<file path="src/rtl/alarm_pkg.sv">
// Shared types and constants for the alarm trigger block.
package alarm_pkg;

  localparam int unsigned BCD_W    = 4;
  localparam int unsigned N_DIGITS = 6;
  localparam int unsigned TIME_W   = BCD_W * N_DIGITS;

  typedef logic [TIME_W-1:0] bcd_time_t;

  typedef enum logic [1:0] {
    IDLE   = 2'd0,
    RING   = 2'd1,
    SNOOZE = 2'd2
  } state_t;

endpackage

</file>
<file path="src/rtl/alarm_trigger_if.sv">
// Control/status bundle between the clock front end and the alarm trigger.
interface alarm_trigger_if;
  import alarm_pkg::*;

  logic      tick_1hz;
  bcd_time_t time_bcd;
  bcd_time_t alarm_bcd;
  logic      alarm_en;
  logic      snooze;
  logic      dismiss;
  logic      ringing;
  logic      snoozing;
  logic      buzzer;
  logic [1:0] snooze_cnt;

  modport master (
    output tick_1hz, time_bcd, alarm_bcd, alarm_en, snooze, dismiss,
    input  ringing, snoozing, buzzer, snooze_cnt
  );

  modport slave (
    input  tick_1hz, time_bcd, alarm_bcd, alarm_en, snooze, dismiss,
    output ringing, snoozing, buzzer, snooze_cnt
  );

endinterface

</file>
<file path="src/rtl/alarm_match.sv">
// Time/alarm comparator producing a one-cycle trigger on the match rising edge.
module alarm_match
  import alarm_pkg::*;
(
  input  logic      clk,
  input  logic      reset_n,
  input  bcd_time_t time_bcd,
  input  bcd_time_t alarm_bcd,
  input  logic      alarm_en,
  output logic      trigger
);

  logic match;
  logic match_q;
  logic primed;

  assign match = (time_bcd == alarm_bcd);

  // The first sample after reset only loads match_q, so an alarm time that is
  // already showing when reset releases does not count as a fresh match edge.
  always_ff @(posedge clk or negedge reset_n) begin
    if (!reset_n) begin
      match_q <= 1'b0;
      primed  <= 1'b0;
    end else begin
      match_q <= match;
      primed  <= 1'b1;
    end
  end

  assign trigger = match & ~match_q & alarm_en & primed;

endmodule

</file>
<file path="src/rtl/alarm_trigger.sv">
// Alarm ringing controller: trigger FSM, snooze/timeout counters, buzzer divider.
module alarm_trigger
  import alarm_pkg::*;
#(
  parameter int unsigned SNOOZE_SEC       = 300,
  parameter int unsigned RING_TIMEOUT_SEC = 60,
  parameter int unsigned MAX_SNOOZE       = 3,
  parameter int unsigned BEEP_HALF        = 50000
) (
  input logic            clk,
  input logic            reset_n,
  alarm_trigger_if.slave bus
);

  localparam int unsigned RING_W = (RING_TIMEOUT_SEC > 1) ? $clog2(RING_TIMEOUT_SEC) : 1;
  localparam int unsigned SNZ_W  = (SNOOZE_SEC > 0) ? $clog2(SNOOZE_SEC + 1) : 1;
  localparam int unsigned DIV_W  = (BEEP_HALF > 1) ? $clog2(BEEP_HALF) : 1;

  localparam logic [RING_W-1:0] RING_LAST = RING_W'(RING_TIMEOUT_SEC - 1);
  localparam logic [SNZ_W-1:0]  SNZ_LOAD  = SNZ_W'(SNOOZE_SEC);
  localparam logic [DIV_W-1:0]  DIV_LAST  = DIV_W'(BEEP_HALF - 1);
  localparam logic [1:0]        CNT_MAX   = 2'(MAX_SNOOZE);

  state_t            state, state_n;
  logic [RING_W-1:0] ring_sec, ring_sec_n;
  logic [SNZ_W-1:0]  snz_sec, snz_sec_n;
  logic [1:0]        cnt, cnt_n;
  logic [DIV_W-1:0]  div;
  logic              ringing_r;
  logic              snoozing_r;
  logic              buzzer_r;
  logic              trigger;

  alarm_match u_match (
    .clk       (clk),
    .reset_n   (reset_n),
    .time_bcd  (bus.time_bcd),
    .alarm_bcd (bus.alarm_bcd),
    .alarm_en  (bus.alarm_en),
    .trigger   (trigger)
  );

  // Next-state and counter updates; priority is enable, dismiss, snooze, tick.
  always_comb begin
    state_n    = state;
    ring_sec_n = ring_sec;
    snz_sec_n  = snz_sec;
    cnt_n      = cnt;
    if (!bus.alarm_en) begin
      state_n = IDLE;
    end else begin
      case (state)
        IDLE: begin
          if (trigger) begin
            state_n    = RING;
            cnt_n      = '0;
            ring_sec_n = '0;
          end
        end
        RING: begin
          if (bus.dismiss) begin
            state_n = IDLE;
          end else if (bus.snooze && (cnt < CNT_MAX)) begin
            state_n   = SNOOZE;
            cnt_n     = cnt + 2'd1;
            snz_sec_n = SNZ_LOAD;
          end else if (bus.tick_1hz) begin
            if (ring_sec == RING_LAST) begin
              state_n = IDLE;
            end else begin
              ring_sec_n = ring_sec + RING_W'(1);
            end
          end
        end
        SNOOZE: begin
          if (bus.dismiss) begin
            state_n = IDLE;
          end else if (bus.tick_1hz) begin
            if (snz_sec <= SNZ_W'(1)) begin
              state_n    = RING;
              ring_sec_n = '0;
              snz_sec_n  = '0;
            end else begin
              snz_sec_n = snz_sec - SNZ_W'(1);
            end
          end
        end
        default: state_n = IDLE;
      endcase
    end
  end

  // State, counters and the registered status outputs.
  always_ff @(posedge clk or negedge reset_n) begin
    if (!reset_n) begin
      state      <= IDLE;
      ring_sec   <= '0;
      snz_sec    <= '0;
      cnt        <= '0;
      ringing_r  <= 1'b0;
      snoozing_r <= 1'b0;
    end else begin
      state      <= state_n;
      ring_sec   <= ring_sec_n;
      snz_sec    <= snz_sec_n;
      cnt        <= cnt_n;
      ringing_r  <= (state_n == RING);
      snoozing_r <= (state_n == SNOOZE);
    end
  end

  // Buzzer divider: cleared on entry to and exit from RING, so the tone always
  // starts with a fresh high phase one cycle after ringing asserts.
  always_ff @(posedge clk or negedge reset_n) begin
    if (!reset_n) begin
      div      <= '0;
      buzzer_r <= 1'b0;
    end else if ((state == RING) && (state_n == RING)) begin
      if (div == '0) begin
        buzzer_r <= ~buzzer_r;
      end
      div <= (div == DIV_LAST) ? '0 : div + DIV_W'(1);
    end else begin
      div      <= '0;
      buzzer_r <= 1'b0;
    end
  end

  assign bus.ringing    = ringing_r;
  assign bus.snoozing   = snoozing_r;
  assign bus.buzzer     = buzzer_r;
  assign bus.snooze_cnt = cnt;

endmodule

</file>
<file path="src/flat_wrapper.sv">
// flat-port wrapper written by rule: the top's interface ports become plain ports
module alarm_trigger_flat import alarm_pkg::*;
#(
  parameter int unsigned SNOOZE_SEC       = 300,
  parameter int unsigned RING_TIMEOUT_SEC = 60,
  parameter int unsigned MAX_SNOOZE       = 3,
  parameter int unsigned BEEP_HALF        = 50000
)
  (clk, reset_n, bus_tick_1hz, bus_time_bcd, bus_alarm_bcd, bus_alarm_en, bus_snooze, bus_dismiss, bus_ringing, bus_snoozing, bus_buzzer, bus_snooze_cnt);
  alarm_trigger_if bus_i ();
  input logic clk;
  input logic reset_n;
  input wire logic [$bits(bus_i.tick_1hz)-1:0] bus_tick_1hz;
  input wire logic [$bits(bus_i.time_bcd)-1:0] bus_time_bcd;
  input wire logic [$bits(bus_i.alarm_bcd)-1:0] bus_alarm_bcd;
  input wire logic [$bits(bus_i.alarm_en)-1:0] bus_alarm_en;
  input wire logic [$bits(bus_i.snooze)-1:0] bus_snooze;
  input wire logic [$bits(bus_i.dismiss)-1:0] bus_dismiss;
  output wire logic [$bits(bus_i.ringing)-1:0] bus_ringing;
  output wire logic [$bits(bus_i.snoozing)-1:0] bus_snoozing;
  output wire logic [$bits(bus_i.buzzer)-1:0] bus_buzzer;
  output wire logic [$bits(bus_i.snooze_cnt)-1:0] bus_snooze_cnt;
  assign bus_i.tick_1hz = bus_tick_1hz;
  assign bus_i.time_bcd = bus_time_bcd;
  assign bus_i.alarm_bcd = bus_alarm_bcd;
  assign bus_i.alarm_en = bus_alarm_en;
  assign bus_i.snooze = bus_snooze;
  assign bus_i.dismiss = bus_dismiss;
  assign bus_ringing = bus_i.ringing;
  assign bus_snoozing = bus_i.snoozing;
  assign bus_buzzer = bus_i.buzzer;
  assign bus_snooze_cnt = bus_i.snooze_cnt;
  alarm_trigger #(.SNOOZE_SEC(SNOOZE_SEC), .RING_TIMEOUT_SEC(RING_TIMEOUT_SEC), .MAX_SNOOZE(MAX_SNOOZE), .BEEP_HALF(BEEP_HALF)) u_core (.clk(clk), .reset_n(reset_n), .bus(bus_i));
endmodule
</file>
<file path="config.mk">
export PLATFORM = sky130hd
export DESIGN_NAME = alarm_trigger_flat
export DESIGN_NICKNAME = d
export VERILOG_FILES = /design/src/rtl/alarm_pkg.sv /design/src/rtl/alarm_trigger_if.sv /design/src/rtl/alarm_match.sv /design/src/rtl/alarm_trigger.sv /design/src/flat_wrapper.sv
export SDC_FILE = /design/constraint.sdc
export NUM_CORES = 1
export LEC_CHECK = 0
export BUFFER_PORTS_ARGS = -buffer_cell sky130_fd_sc_hd__clkbuf_2
export CORE_MARGIN = 5
export CORE_UTILIZATION = 39
export CTS_CLUSTER_SIZE = 10
export DETAILED_ROUTE_END_ITERATION = 10
export PLACE_DENSITY_LB_ADDON = 0.05
export SLEW_MARGIN = 30
export SYNTH_ARGS = -nofsm -noshare
export SYNTH_HDL_FRONTEND = slang
export SYNTH_SLANG_ARGS = --single-unit
</file>
<file path="constraint.sdc">
create_clock -name clk -period 2.3 [get_ports clk]
set_clock_uncertainty 0.05 [all_clocks]
set_input_delay 0.46 -clock clk [delete_from_list [all_inputs] [get_ports clk]]
set_output_delay 0.46 -clock clk [all_outputs]
set_load 0.05 [all_outputs]
</file>
# Word level (Yosys, flattened, before mapping)
# Index checks and enable logic that the tools add are counted.
# Widths: inputs -> output; s select.
[op_classes]
bitwise = 5
n_reduce_logical = 10
n_lt_le_gt_ge = 2
n_mux = 33
addsub = 4
eq_ne = 17
[ops]
columns = ["operator", "n"]
rows = [
  ["$mux 6", 8],
  ["$mux 9", 5],
  ["$mux 16", 2],
  ["$eq 24x24->1", 1],
  ["$mux 2", 12],
  ["$pmux 6 s3", 1],
  ["$pmux 9 s2", 1],
  ["$add 16x1->16 const B", 1],
  ["$eq 16x16->1 const B", 1],
  ["$logic_not 16->1", 1],
  ["$ne 2x2->1 const B", 7],
  ["$reduce_and 10->1", 1],
  ["$le 9x1->1 const B", 1],
  ["$sub 9x1->9 const B", 1],
  ["$add 6x1->6 const B", 1],
  ["$eq 6x6->1 const B", 1],
  ["$ne 2x1->1 const B", 3],
  ["$pmux 2 s3", 1],
  ["$reduce_and 6->1", 1],
  ["$reduce_and 5->1", 1],
  ["$eq 2x1->1 const B", 2],
  ["$eq 2x2->1 const B", 2],
  ["$pmux 2 s2", 1],
  ["$reduce_bool 2->1", 2],
  ["8 further kinds", 13],
]
[totals]
in_bits = 54
elab_cells = 81
regBits = 40
output_inout_bits = 5

# Longest topological paths before layout
# Gate-level depths: netlist (run 1).
[logic_depth]
word_depth = 10
depth_mapped = 9
ltp_nobuf = 8

# By module
# Synthesis (run 1) repeated with hierarchy kept, for this count alone.
[hier_totals]
hier_cells = 271
area_unflattened_um2 = 2473.6
[by_module_without_submodules]
columns = ["module", "n_inst", "area_each_um2", "seq_area_each_um2", "cells_each"]
rows = [
  ["alarm_trigger", 1, 2142.1, 950.9, 233],
  ["alarm_match", 1, 331.6, 50.0, 38],
]

# Worst setup path before layout (run 1)
# No wires, ideal clock.
[synth_timing]
path_kind = "reg2reg"
from = "register u_core.snz_sec[4]"
to = "register u_core.div[5]"
period_less_slack_ps = 2362
required_time_ps = 2179
stages_incl_launch_ff = 8
setup_ps = 71
setup_slack_ps = -62
path_buffers = 1
arrival_time_ps = 2240
path_cell_list = "dfrtp_1 > or4_4 > nor4b_4 > a22oi_2 > or3_4 > a31o_4 > buf_6 > nor2_1"
[synth_via]
elab_chain_cells = 9
[synth_rtl]
columns = ["item", "line_no", "text"]
rows = [
  ["start, declared", "alarm_trigger.sv:26", "logic [SNZ_W-1:0] snz_sec, snz_sec_n;"],
  ["start signal, assigned", "alarm_trigger.sv:105", "snz_sec <= snz_sec_n;"],
  ["$le 9x1->1", "alarm_trigger.sv:79", "if (snz_sec <= SNZ_W'(1)) begin"],
  ["$mux 2", "alarm_trigger.sv:79", ""],
  ["$mux 2", "alarm_trigger.sv:78", "end else if (bus.tick_1hz) begin"],
  ["$mux 2", "alarm_trigger.sv:76", "if (bus.dismiss) begin"],
  ["$pmux 2 s3", "alarm_trigger.sv:52", "case (state)"],
  ["$mux 2", "alarm_trigger.sv:49", "if (!bus.alarm_en) begin"],
  ["$eq 2x1->1", "alarm_trigger.sv:118", "end else if ((state == RING) && (state_n == RING)) begin"],
  ["$logic_and 1x1->1", "alarm_trigger.sv:118", ""],
  ["$mux 16", "alarm_trigger.sv:118", ""],
  ["end signal, assigned", "alarm_trigger.sv:122", "div <= (div == DIV_LAST) ? '0 : div + DIV_W'(1);"],
  ["end, declared", "alarm_trigger.sv:28", "logic [DIV_W-1:0] div;"],
]
# No other way between the ends.
# A chain may end at the register's enable or synchronous reset.

# Final worst setup path (run 1)
[layout_timing]
from = "register u_core.snz_sec[7]"
to = "register u_core.div[4]"
# Same word-level chain as after synthesis.

==> results.cfg, run 1 <==
[outcome]
outcome = completed

[clock_network]
ctsLongestPathBuffers = 2
htreeDepth = 2
root_buffer = clkbuf_8
clkTransAtPathRegs_ns = 0.08
cts_hold_buf = 0
clock_sinks = 40
cts_buffers = 5
clock_latency_ns = 0.28
tritoncts = built

[placement]
dpl_cell_area_um2 = 2830
gp_congestion = 0.790
port_buffers = 58
dp_hpwl_mm = 4.04

[yosys]
synth_top_cells_by_area = dfrtp_1, xor2_1, nor2_1, nand3_1, ha_1
yosys_register_bits = 40
synthMuxAreaShare_pct = 1.32
synth_enable_flop_cells = 0
synth-xor-area-share_pct = 14.4
postSynthCellCount = 252
yosys.area_share.simple_pct = 24.4
synth_top_cell_by_area = dfrtp_1
synth_fa_ha_area_share_pct = 3.17
avgSynthCellArea_um2 = 9.41
yosys_warnings = 0
syn_nets = 312
synth_top_area_share_pct = 42.2
synth_compound_area_share_pct = 12.5
async_flop_share_pct = 100
synth_top_family_by_area = simple AND/OR/NAND/NOR gates
ys_top_cells_by_count = dfrtp_1, nor2_1, xor2_1
ys.flop_type = dfrtp_1
ys_seq_area_share_pct = 42.2
synth_most_common_cell = dfrtp_1
syn_area_um2 = 2370
netlist-cell-type-count = 45

[detailed_routing]
route.detailed.drc = 0
met2RoutedLength_mm = 2.46
wirelength_mm = 5.30
ant_nets = 0
top_layer = met4
viasPerCell = 5.03
dr.pass1.iters = 4
wl_met1_mm = 2.55
num_vias = 2032
avgRoutedWirePerCell_um = 13.1
drt_iter0_drc = 54
dr_wl_met3_um = 277

[sta]
rsz0062_at_grt = yes
drv_slew = 0
finalSetupViolCount = 0
finalHoldViolCount = 0
max_freq_mhz = 438
layout_min_cycle_time_ns = 2.28
fin_crit_sh_pct = 99.2

[worst_setup_path]
required_ns = 2.47
crit_chain = or4_4 -> nor4b_4 -> a22oi_2 -> or3_4 -> a31o_4 -> nor2_1
worstSetupEndpointType = register
path_max_fanout = 7
path_delay_family = simple AND/OR/NAND/NOR gates
crit_arrival_ns = 2.45
slowest_stage = or4_4
critPathLaunchType = register
crit_path_max_incr_delay_ns = 0.57
critPathBufInv = 0
ff2ff_setup_slack_ns = 0.02
critPathKind = reg -> reg

[die]
die_w_um = 88.0
initial_core_util_pct = 40.0
ios = 59
die_h_um = 88.0
die_area_um2 = 7740
core_area_um2 = 5920
rows = 28

[finish]
n_antenna_cell = 0
utilization_pct = 51.4
fin_area_um2 = 3040
fin_nets = 388
drive_above_1_share_pct = 30.4
syn_to_final_growth_pct = 28.2

[pwr]
p_leak_nw = 1.41
p_per_area_nw_per_um2 = 510
max-vdd-ir-drop_mv = 0.289

[grt]
globalRouteTotalUtil_pct = 14.1
gr-total-overflow = 0
grt_pass1_wl_mm = 8.83
grt_max_degree = 26
antenna_found_initial = 0
grt_pass1_vias = 1996

[job]
drv_cap = 0

[min_path]
hp-class = in -> async
-- worst paths after layout --
check,start,depth (start not counted),end
setup / recovery,u_core.snz_sec[7]$_DFFE_PN0P_,6,u_core.div[4]$_DFF_PN0_
setup reg to reg,u_core.snz_sec[7]$_DFFE_PN0P_,6,u_core.div[4]$_DFF_PN0_
hold reg to reg,u_core.div[0]$_DFF_PN0_,1,u_core.div[0]$_DFF_PN0_
hold / removal,reset_n,1,u_core.snz_sec[0]$_DFFE_PN0P_
max in group asynchronous,reset_n,2,u_core.div[0]$_DFF_PN0_
min in group clk,bus_dismiss,2,u_core.bus.snoozing$_DFF_PN0_
-- worst register-to-register path: cells and delay by family, from the launching register on --
family	cells	cell delay [ns]
and+or+nand+nor	4	1.42
AOI/OAI and AO/OA	2	0.36
DFF	1	0.38
-- what timing repair did --
item                                    in CTS  in global routing
setup buffers                                0                  1
gates cloned                                 0                  1
pin swaps                                    1                 12
endpoints found under the setup margin       8                 19
resized for setup                            0                 13
-- registers in the layout, summed over array words and instances, names as in the netlist --
name	cells
u_core.bus.buzzer	1
u_core.bus.ringing	1
u_core.bus.snooze_cnt	2
u_core.bus.snoozing	1
u_core.div	16
u_core.ring_sec	6
u_core.snz_sec	9
u_core.state	2
u_core.u_match.match_q	1
u_core.u_match.primed	1
-- through the flow --
step           setup slack [ns]  TNS, ns  power [W]  cells  hold slack [ns]
5_1_grt                 -0.0916    -1.23    0.00164    404           0.0712
3_5_place_dp            -0.0619   -0.113   0.000939    394            0.375
3_3_place_gp            -0.0898   -0.207   0.000936    394            0.362
4_1_cts                  0.0140        0    0.00157    402           0.0562
6_report                 0.0173        0    0.00155    404           0.0453
2_1_floorplan           -0.0590   -0.539   0.000839    252            0.114
-- cell families after synthesis --
kind of cell / Yosys count
other: 1
xor gates and xnor gates: 39
and+or+nand+nor: 112
DFF: 40
buffers and inverters: 10
adders and majority gates: 6
AOI/OAI and AO/OA: 41
muxes: 3
-- area by class of cell --
class,instances,area [um2]
repair buffers,71,392
inverters,7,26.3
multi-input cells,203,1400
clock buffers,7,96.3
clock inverters,1,30.0
well taps,75,93.8
flip-flops and latches,40,1000
fillers,562,2880
-- placed cells by master (no fill, tap or decap), types with 6 or more instances in the layout --
cell      count
buf_4        12
nor2_1       32
o21ai_0      14
nand3_1      14
dfrtp_1      40
nor3_1       10
ha_1          6
inv_1         7
xor2_1       34
nand2_1      15
nor4_1       10
clkbuf_2     58
clkbuf_8      7
-- per-layer routing --
metal	global-route usage, %	vias to the layer above
met5	0	-
met4	2.79	0
met3	3.86	2
met2	22.6	56
met1	19.2	926
li1	-	1048
-- power by group --
part           switching (W)  leakage [nW]  internal (W)
clock network       0.000240        0.0645      0.000383
logic              0.0000998         0.808     0.0000936
registers          0.0000164         0.539      0.000719
No activity file was read; power rests on OpenSTA's default activity.
==> run 2, diff against run 1 <==
Settings changed: PLACE_DENSITY_LB_ADDON 0.05 to unset.
==> run 2 against run 1 <==
Effect of this change:
- non-clock buffer count is 2 lower
- sequential share of layout area is 1.1 points higher
- sequential cell count stayed put
- count of clock-buffer cells in the layout is 2 lower
- combinational power is 3% lower
- clock power is 28% lower
- setup slack better by 0.016 ns
- register-to-register slack better by 0.02 ns
- total power is 12% lower
- first-iteration DRC count is 81% higher
- via count is 1.0% higher
==> results.cfg, run 2 (same netlist as run 1, synthesis figures left out) <==
[outcome]
outcome = completed

[finish]
reg_top3 = u_core.div x16, u_core.snz_sec x9, u_core.ring_sec x6
layout_common_cells = clkbuf_2, dfrtp_1, xor2_1
largest_reg_flops = 16
drive_above_1_share_pct = 28.5
fin_nets = 386
n_antenna_cell = 0
final_common_cell = clkbuf_2
syn_to_final_growth_pct = 24.1
regMostFlops = u_core.div

[placement]
dp_hpwl_mm = 4.25
port_buffers = 58
gp_congestion = 0.864
place_ws_ns = -0.0198

[sta]
finalSetupViolCount = 0
fin_crit_sh_pct = 98.6
finalHoldViolCount = 0
hold_ws_ns = 0.0888
drv_slew = 0
worst_pin_slew_ns = 0.758
max_freq_mhz = 441
rsz0062_at_grt = yes
layout_min_cycle_time_ns = 2.27
slew_headroom_pct = 49.0
setup_slack_ns = 0.0330

[die]
core_area_um2 = 5920
die_area_um2 = 7740
initial_core_util_pct = 40.0
rows = 28
die_w_um = 88.0
die_h_um = 88.0
ios = 59

[detailed_routing]
route.detailed.drc = 0
wirelength_mm = 5.38
ant_nets = 0
num_vias = 2053
drt_iter0_drc = 98
dr.pass1.iters = 4
viasPerCell = 5.12
avgRoutedWirePerCell_um = 13.4

[pwr]
max-vdd-ir-drop_mv = 0.271
p_per_area_nw_per_um2 = 465
p_leak_nw = 1.37

[worst_setup_path]
critPathKind = reg -> reg
required_ns = 2.47
r2r_start = u_core.snz_sec[7]$_DFFE_PN0P_
ff2ff_setup_slack_ns = 0.03
path_max_fanout = 7
worstSetupEndpointType = register
r2r_cells = 6
critPathLaunchType = register
crit_arrival_ns = 2.44
crit_end = u_core.div[8]$_DFF_PN0_
reg2reg_to = u_core.div[8]$_DFF_PN0_
startpoint = u_core.snz_sec[7]$_DFFE_PN0P_

[clock_network]
clock_latency_ns = 0.29
clkTransAtPathRegs_ns = 0.08
ctsLongestPathBuffers = 2
cts_buffers = 5
tritoncts = built
clock_sinks = 40
htreeDepth = 2
root_buffer = clkbuf_8

[min_path]
hp-class = in -> async

[grt]
grt_pass1_vias = 2126
grt_pass1_wl_mm = 9.26
grt_max_degree = 23
antenna_found_initial = 0
gr-total-overflow = 0
globalRouteTotalUtil_pct = 15.0

[job]
drv_cap = 0
-- run 2: timing repair --
action,4_1_cts,5_1_grt
buffers inserted,0,1
endpoints found under the setup margin,12,17
cloned,0,1
hold buffers,0,0
resized for setup,0,5
pin swaps,1,5
-- run 2: area by class of cell --
cell class,count,area [um2]
Clock buffer,5,68.8
Clock inverter,2,12.5
Fill cell,575,2980
Inverter,7,26.3
Multi-Input combinational cell,203,1370
Sequential cell,40,1000
Tap cell,75,93.8
Timing Repair Buffer,69,373
-- run 2: worst max-delay path, stage by stage (launching register included) --
cell	delay, ns
dfrtp_1	0.39
or4_4	0.58
nor4b_4	0.32
a22oi_2	0.12
or3_4	0.38
a31o_4	0.25
nor2_1	0.12
-- run 2: power breakdown --
part / internal (W) / leakage, nW / switching (W)
Combinational: 0.0000908 / 0.794 / 0.0000959
Sequential: 0.000719 / 0.539 / 0.0000180
Clock: 0.000205 / 0.0400 / 0.000240
Total: 0.00102 / 1.37 / 0.000354
-- run 2: layer usage --
metal | up-vias | global-route usage, % | part of all wire (%)
li1 | 1040 | - | -
met1 | 951 | 19.5 | 46
met2 | 54 | 24.9 | 48
met3 | 8 | 3.20 | 4.5
met4 | 0 | 4.46 | 1.3
met5 | - | 0 | 0
-- run 2: stage by stage --
stage | std cells | cell area (um2) | TNS (ns) | total power (W) | utilization [%]
after detailed placement | 392 | 2810 | -0.0761 | 0.000936 | 47.5
after global routing | 401 | 2940 | -0.302 | 0.00146 | 49.7
after global placement | 392 | 2810 | 0 | 0.000932 | 47.5
after floorplan | 252 | 2370 | -0.539 | 0.000839 | -
final | 401 | 2940 | 0 | 0.00137 | 49.7
after CTS | 399 | 2890 | 0 | 0.00139 | 48.9
-- run 2: how the worst min path moves through the flow --
| stage | start | to | cells past startpoint | slack [ns] |
|---|---|---|---|---|
| floorplan | reset_n | u_core.bus.buzzer$_DFFE_PN0P_ | 0 | 0.11 |
| global placement | reset_n | u_core.div[0]$_DFF_PN0_ | 1 | 0.42 |
| detailed placement | reset_n | u_core.div[0]$_DFF_PN0_ | 1 | 0.42 |
| CTS | reset_n | u_core.div[0]$_DFF_PN0_ | 1 | 0.1 |
| global route | reset_n | u_core.div[0]$_DFF_PN0_ | 1 | 0.11 |
| finish | reset_n | u_core.div[0]$_DFF_PN0_ | 1 | 0.09 |
